<file path="src/rtl/ahb_addr_decoder.sv">
// AHB address-phase decoder for three slaves with a registered data-phase select
// and a built-in default slave that returns a two-cycle ERROR for unmapped transfers.
module ahb_addr_decoder #(
  parameter logic [31:0] S1_BASE = 32'h0000_0000,
  parameter logic [31:0] S1_MASK = 32'hF000_0000,
  parameter logic [31:0] S2_BASE = 32'h1000_0000,
  parameter logic [31:0] S2_MASK = 32'hF000_0000,
  parameter logic [31:0] S3_BASE = 32'h2000_0000,
  parameter logic [31:0] S3_MASK = 32'hF000_0000,
  parameter int          CNT_W   = 8
) (
  input  logic             HCLK,
  input  logic             HRESETn,
  input  logic [31:0]      HADDR,
  input  logic [1:0]       HTRANS,
  input  logic             HREADY,
  output logic [2:0]       HSEL,
  output logic [2:0]       HSEL_DP,
  output logic             HSEL_DEF_DP,
  output logic             HREADY_DEF,
  output logic [1:0]       HRESP_DEF,
  output logic [31:0]      HRDATA_DEF,
  output logic [CNT_W-1:0] ERR_CNT
);

  typedef enum logic [1:0] {
    ST_IDLE = 2'd0,
    ST_ERR1 = 2'd1,
    ST_ERR2 = 2'd2
  } state_t;

  localparam logic [1:0] RESP_OKAY  = 2'b00;
  localparam logic [1:0] RESP_ERROR = 2'b01;

  // Saturating increment: the event counter sticks at all-ones instead of wrapping.
  function automatic logic [CNT_W-1:0] sat_inc(input logic [CNT_W-1:0] val);
    if (val == {CNT_W{1'b1}}) begin
      sat_inc = val;
    end else begin
      sat_inc = val + {{(CNT_W-1){1'b0}}, 1'b1};
    end
  endfunction

  logic             hit1_s;
  logic             hit2_s;
  logic             hit3_s;
  logic             miss_s;
  logic             def_req_s;
  logic [2:0]       hsel_s;
  logic [2:0]       hsel_dp_r;
  logic             hsel_def_dp_r;
  state_t           state_r;
  logic             hready_def_r;
  logic [1:0]       hresp_def_r;
  logic [CNT_W-1:0] err_cnt_r;

  // Priority address decode, independent of the transfer type.
  always_comb begin
    hit1_s    = ((HADDR & S1_MASK) == S1_BASE);
    hit2_s    = ((HADDR & S2_MASK) == S2_BASE);
    hit3_s    = ((HADDR & S3_MASK) == S3_BASE);
    hsel_s    = 3'b000;
    if (hit1_s) begin
      hsel_s = 3'b001;
    end else if (hit2_s) begin
      hsel_s = 3'b010;
    end else if (hit3_s) begin
      hsel_s = 3'b100;
    end else begin
      hsel_s = 3'b000;
    end
    miss_s    = ~(hit1_s | hit2_s | hit3_s);
    def_req_s = miss_s & HTRANS[1];
  end

  // Data-phase select pipeline, advanced only when the bus accepts an address phase.
  always_ff @(posedge HCLK) begin
    if (!HRESETn) begin
      hsel_dp_r     <= 3'b001;
      hsel_def_dp_r <= 1'b0;
    end else if (HREADY) begin
      hsel_dp_r     <= hsel_s;
      hsel_def_dp_r <= miss_s;
    end else begin
      hsel_dp_r     <= hsel_dp_r;
      hsel_def_dp_r <= hsel_def_dp_r;
    end
  end

  // Default-slave FSM; response outputs are registered alongside the next state.
  always_ff @(posedge HCLK) begin
    if (!HRESETn) begin
      state_r      <= ST_IDLE;
      hready_def_r <= 1'b1;
      hresp_def_r  <= RESP_OKAY;
      err_cnt_r    <= {CNT_W{1'b0}};
    end else begin
      case (state_r)
        ST_IDLE, ST_ERR2: begin
          if (HREADY && def_req_s) begin
            state_r      <= ST_ERR1;
            hready_def_r <= 1'b0;
            hresp_def_r  <= RESP_ERROR;
            err_cnt_r    <= sat_inc(err_cnt_r);
          end else begin
            state_r      <= ST_IDLE;
            hready_def_r <= 1'b1;
            hresp_def_r  <= RESP_OKAY;
            err_cnt_r    <= err_cnt_r;
          end
        end
        ST_ERR1: begin
          state_r      <= ST_ERR2;
          hready_def_r <= 1'b1;
          hresp_def_r  <= RESP_ERROR;
          err_cnt_r    <= err_cnt_r;
        end
        default: begin
          state_r      <= ST_IDLE;
          hready_def_r <= 1'b1;
          hresp_def_r  <= RESP_OKAY;
          err_cnt_r    <= err_cnt_r;
        end
      endcase
    end
  end

  assign HSEL        = hsel_s;
  assign HSEL_DP     = hsel_dp_r;
  assign HSEL_DEF_DP = hsel_def_dp_r;
  assign HREADY_DEF  = hready_def_r;
  assign HRESP_DEF   = hresp_def_r;
  assign HRDATA_DEF  = 32'h0000_0000;
  assign ERR_CNT     = err_cnt_r;

endmodule
</file>
<file path="config.mk">
export PLATFORM = sky130hd
export DESIGN_NAME = ahb_addr_decoder
export DESIGN_NICKNAME = d
export VERILOG_FILES = /design/src/rtl/ahb_addr_decoder.sv
export SDC_FILE = /design/constraint.sdc
export NUM_CORES = 1
export LEC_CHECK = 0
export ABC_AREA = 0
export CELL_PAD_IN_SITES_DETAIL_PLACEMENT = 2
export CELL_PAD_IN_SITES_GLOBAL_PLACEMENT = 2
export CORE_UTILIZATION = 15
export CTS_CLUSTER_SIZE = 8
export DETAILED_ROUTE_END_ITERATION = 7
export PLACE_DENSITY = 0.86
export SYNTH_ARGS = -nofsm -noshare
export SYNTH_HDL_FRONTEND = slang
export SYNTH_SLANG_ARGS = --single-unit
export TNS_END_PERCENT = 50
</file>
<file path="constraint.sdc">
create_clock -name HCLK -period 1.9 [get_ports HCLK]
set_input_delay 0.38 -clock HCLK [delete_from_list [all_inputs] [get_ports HCLK]]
set_output_delay 0.38 -clock HCLK [all_outputs]
set_load 0.005 [all_outputs]
</file>
# ---- Yosys cells after proc, flatten, opt, wreduce, memory -nomap -nowiden
# Cells that the tools add are included.
dict set report classes {
  n_addsub 1
  eq_ne 5
  muxes 7
  bitwise_logic 5
  reduce_logical 6
}
# op count
set ops {}
lappend ops {{$logic_not A32 Y1} 1}
lappend ops {{$mux W3} 3}
lappend ops {{$add A8 B1 Y8 const B} 1}
lappend ops {{$eq A8 B8 Y1 const B} 1}
lappend ops {{$pmux W2 S2} 2}
lappend ops {{$eq A4 B1 Y1 const B} 1}
lappend ops {{$eq A4 B2 Y1 const B} 1}
lappend ops {{$reduce_and A3 Y1} 1}
lappend ops {{$eq A2 B1 Y1 const B} 1}
lappend ops {{$eq A2 B2 Y1 const B} 1}
lappend ops {{$logic_not A2 Y1} 1}
lappend ops {{$mux W1} 2}
lappend ops {{$not A1 Y1} 2}
lappend ops {{$or A1 B1 Y1} 2}
lappend ops {{$reduce_and A2 Y1} 1}
lappend ops {{$reduce_or A2 Y1} 1}
lappend ops {{$and A1 B1 Y1} 1}
lappend ops {{$logic_and A1 B1 Y1} 1}
dict set report word_totals {
  ff_bits 17
  in_bits 37
  out_inout_bits 50
}

# ---- Logic depth before layout (Yosys ltp)
dict set report logic_depth {
  ltp_word 8
  ltp_mapped 6
}

# ---- Worst setup path before layout
# Ideal clock, no wire load.
dict set report synth_timing {
  kind {input to register}
  startpoint {input HREADY}
  endpoint {register err_cnt_r[4] (netlist: ERR_CNT[4])}
  setup_time_ns 0.071
  arrival_ns 1.652
  path_slack_ns 0.177
  stages 6
  cell_sequence {buf_4 -> nand2_1 -> or3_4 -> buf_6 -> or4_1 -> a21oi_1}
}
dict set report synth_via {
  elab_chain_len 2
}
# element line_no
set synth_rtl {}
lappend synth_rtl {{from (decl)} 16} ;# input logic HREADY,
lappend synth_rtl {{$logic_and A1 B1 Y1} 100} ;# if (HREADY && def_req_s) begin
lappend synth_rtl {{$reduce_and A3 Y1 (no source line)} --}
lappend synth_rtl {{to (signal assigned)} 96} ;# err_cnt_r <= {CNT_W{1'b0}};
lappend synth_rtl {{to (signal assigned)} 104} ;# err_cnt_r <= sat_inc(err_cnt_r);
lappend synth_rtl {{to (signal assigned)} 109} ;# err_cnt_r <= err_cnt_r;
lappend synth_rtl {{to (decl)} 55} ;# logic [CNT_W-1:0] err_cnt_r;
# Every way passes these cells.
# A chain may end at the register's enable or synchronous reset.

# ---- Final worst setup path
dict set report layout_timing {
  startpoint {input HTRANS[1]}
  endpoint {register err_cnt_r[4] (netlist: ERR_CNT[4])}
}
dict set report layout_via {
  elab_chain_len 3
}
# element line_no
set layout_rtl {}
lappend layout_rtl {{from (decl)} 15} ;# input logic [1:0] HTRANS,
lappend layout_rtl {{$and A1 B1 Y1} 73} ;# def_req_s = miss_s & HTRANS[1];
lappend layout_rtl {{$logic_and A1 B1 Y1} 100}
lappend layout_rtl {{$reduce_and A3 Y1 (no source line)} --}
# Every way passes these cells.

==> flow_results.org <==
** Logic synthesis
- A synthesized cell averages 8.67 um2.
- Number of instances in the synthesized netlist :: 111
- Area of the mapped netlist :: about 960 um2
- Share of the yosys chip area belonging to registers :: 0.333
- Count of cell types in the netlist :: 30
- #FFs+latches synth :: 16
- Yosys printed 0 warnings.

** Finish
- Fraction of layout cells with a size suffix above 1 :: 0.181
- Leaving out fill and tap cells, the most frequent cell in the layout is sky130_fd_sc_hd__conb_1.
- Post-route cell area :: roughly 1300 um2
- The area growth from synthesis to layout is 37.3%.
- The net count of the finished layout is 183.
- Number of antenna cells inserted :: 0
- Most frequent cells in the layout :: sky130_fd_sc_hd__conb_1 (33), sky130_fd_sc_hd__dfxtp_1 (16), sky130_fd_sc_hd__clkdlybuf4s50_1 (16)
- At the end of the flow the core is filled with cells to 0.218.

** Worst setup path
- Biggest fanout along the worst timing path :: 6
- R2R Setup Slk :: 0.14 ns
- The worst setup path is launched from a primary input.
- STA classifies the critical path endpoint as a register.
- At the worst endpoint, the arrival time is 2.05 ns.
- The number of cells on the worst reg-to-reg path is 6.
- The startpoint identified for the worst register-to-register timing path is ERR_CNT[0].
- Critical path type :: in -> reg
- At the worst endpoint, the required time is 2.10 ns.
- Critical path capture point :: ERR_CNT[4]
- In this run the critical register-to-register path is captured at ERR_CNT[4].
- Startpoint of the worst setup timing path :: HTRANS[1]

** STA
- Dividing the final minimum period by the clock period gives 0.974.
- Between clock sinks in the finished design, the worst skew comes to approximately 0.0032 ns.
- Max-slew violation total from the final report :: 0
- The count of endpoints failing hold in the final timing report is 0.
- Relative max-transition margin :: 0.615
- Time the final worst path needs with I/O delays and setup :: 1.85 ns
- Setup violations remaining at the end of the flow were counted as 0.
- Timing-limited maximum frequency :: 0.540 GHz
- Slew at the pin closest to its max-slew limit :: 0.574 ns

** Floorplanning
- The die covers 6740 um2.
- Initial Util :: 0.159
- Row generation in the floorplan step produced 28 rows.
- I/O pins :: 87
- Die Span X :: 82.1 um
- Placeable core region :: 6060 um2
- From bottom edge to top edge, the die measures just over 80 um.

** Detailed routing
- Post-DRT Antenna Nets :: 0
- For this block, the routed nets add up to 2930 um of wire.
- Via-per-instance ratio :: about 3.8
- Overall via count from detail_route :: between 800 and 900
- The first detailed-routing pass took 4 iterations.
- Iter 0 DRT Violations :: 49
- DRC violations left :: 0
- DR WL/cell :: ~13 um

** Clock network
- Clock latency on the worst-skew pair, taken at its later pin, is 0.26 ns.
- In this run the clock root is driven by a sky130_fd_sc_hd__clkbuf_8.
- Counting the buffers created by CTS gives 3.
- In this run the number of H-tree levels came out at 1.
- Buffer levels on the longest clock path :: 2
- CTS saw 16 sinks.
- TritonCTS built the clock tree.
- Clock-pin transition on the worst setup and hold timing paths :: 0.07 ns

** Power and ir drop
- Power spread over the standard cell area amounts to 586 nW/um2.
- IR analysis of the VDD net gives a maximum drop of 0.213 mV.
- Relative contribution of the clock network to total power :: 0.408
- Of the total power, combinational logic draws 0.137.
- NetSw :: ~200 uW
- Switching share of power :: 0.256
- Leakage dissipation :: 0.551 nW
- The share of total power dissipated in sequential elements is 0.455.
- Internal power comes to 576 uW.

** Global route
- Number of antenna violations at the first check in global routing :: 0
- The first global-routing pass estimated ~4000 um of wire.
- Global Route Usage Sum :: 0.0792
- Maximum number of pins on one net before global-route repair :: 12
- Total congestion overflow :: 0
- Number of global-route vias before repair :: 798

** Placed design
- Detailed placement finished with a half-perimeter wire length of 2060 um.
- The congestion estimate from routability-driven global placement came to ~0.65.
- Buffers placed on the I/O ports in this run total 24.
- Area after detailed placement :: 1200 um2

** Hold path
- Class of the worst hold path :: reg -> reg

** Flow run
- Across the run, the number of max-cap violations was 0.

** Outcome
- The run finished with clean final reports.
[cells in the mapped netlist]
cell                       count  share of area
sky130_fd_sc_hd__a21oi_1       8          0.042
sky130_fd_sc_hd__nand2_1       4          0.016
sky130_fd_sc_hd__a311oi_1      1         0.0091
sky130_fd_sc_hd__mux2i_1       3          0.031
sky130_fd_sc_hd__or3_2         1         0.0078
sky130_fd_sc_hd__o21ai_0       2          0.010
sky130_fd_sc_hd__nor3b_1       1         0.0078
sky130_fd_sc_hd__a21o_1        1         0.0078
sky130_fd_sc_hd__nor3_1        2          0.010
sky130_fd_sc_hd__nor2b_1       1         0.0065
sky130_fd_sc_hd__conb_1        1         0.0039
sky130_fd_sc_hd__buf_6         1          0.012
sky130_fd_sc_hd__inv_1         3          0.012
sky130_fd_sc_hd__dfxtp_1      16           0.33
sky130_fd_sc_hd__o41ai_1       1         0.0091
sky130_fd_sc_hd__nand3b_1      1         0.0078
sky130_fd_sc_hd__nor4bb_1      1          0.010
sky130_fd_sc_hd__nor4b_1       2          0.018
sky130_fd_sc_hd__nor4_1        2          0.013
sky130_fd_sc_hd__buf_4        35           0.27
sky130_fd_sc_hd__nand3_1       5          0.026
sky130_fd_sc_hd__clkbuf_1      2         0.0078
sky130_fd_sc_hd__a211oi_1      1         0.0078
sky130_fd_sc_hd__or4_1         4          0.031
sky130_fd_sc_hd__o31ai_1       3          0.023
sky130_fd_sc_hd__or3_4         1          0.012
sky130_fd_sc_hd__ha_1          1          0.013
sky130_fd_sc_hd__nand4_1       1         0.0065
sky130_fd_sc_hd__nor2_1        5          0.020
sky130_fd_sc_hd__a211oi_2      1          0.013
[worst max-delay path, stage by stage]
cell,delay [ns]
sky130_fd_sc_hd__clkdlybuf4s50_1,0.47
sky130_fd_sc_hd__nand2_2,0.08
sky130_fd_sc_hd__or3_4,0.44
sky130_fd_sc_hd__or4_4,0.53
sky130_fd_sc_hd__a21oi_2,0.15
[sequential cells by signal, indices dropped and copies added (netlist names)]
register / cells
ERR_CNT: 8
HSEL_DP: 3
state_r: 2
HREADY_DEF: 1
HRESP_DEF: 1
HSEL_DEF_DP: 1
[how the worst min path moves through the flow]
stage	start	endpoint	slack [ns]	cells after the start
detailed placement	state_r[1]	state_r[1]	0.40	1
CTS	state_r[1]	state_r[1]	0.41	1
floorplan	state_r[1]	state_r[1]	0.38	1
global route	state_r[1]	state_r[1]	0.43	1
global placement	state_r[1]	state_r[1]	0.39	1
finish	state_r[1]	state_r[1]	0.41	1
[layout make-up]
class | count | area, um2
timing repair buffer | 34 | 310
fill | 714 | 4740
sequential | 16 | 320
multi-input combinational | 87 | 531
tap | 75 | 93.8
clock buffer | 4 | 55.1
inverter | 3 | 11.3
[through the flow]
stage | setup TNS (ns) | cells | power [mW] | worst slack (ns) | hold WS, ns
floorplan | 0 | 143 | 0.453 | 0.177 | 0.385
global placement | -2.50 | 213 | 0.452 | -0.353 | 0.393
CTS | 0 | 218 | 0.767 | 0.0197 | 0.412
global route | -0.00830 | 219 | 0.798 | -0.00830 | 0.434
detailed placement | -3.27 | 213 | 0.456 | -0.353 | 0.403
finish | 0 | 219 | 0.775 | 0.0487 | 0.412
[what timing repair did]
| action | 4_1_cts | 5_1_grt |
|---|---|---|
| buffers inserted | 1 | 0 |
| gates resized for setup | 12 | 7 |
| cloned | 0 | 1 |
| hold buffers | 0 | 0 |
| pin swaps | 2 | 2 |
| setup endpoints to repair | 8 | 2 |
[routing by layer]
layer	GRT usage	vias up	routed length, um
met5	0	-	0
met4	0.0368	0	44
met3	0.00769	5	126
met2	0.141	32	1560
met1	0.0947	396	1200
li1	-	389	-
[cells by family (layout without fill, tap and decap cells)]
group                      count (synthesis)  count (layout)  share of synthesized area
muxes                                      3               3                     0.0312
adders and majority gates                  1               1                     0.0130
buffers and inverters                     41              41                      0.304
AOI/OAI and AO/OA                         18              18                      0.122
and+or+nand+nor                           31              32                      0.192
DFF                                       16              16                      0.333
other                                      1              33                    0.00390
[power groups by stage]
stage / Sequential (mW) / Combinational [mW] / Clock [mW]
after CTS: 0.353 / 0.101 / 0.313
after detailed placement: 0.360 / 0.0964 / 0
after global routing: 0.354 / 0.117 / 0.328
final: 0.353 / 0.106 / 0.316
after floorplan: 0.359 / 0.0943 / 0
after global placement: 0.359 / 0.0930 / 0
Note: power is estimated with default switching activity, not from simulation.
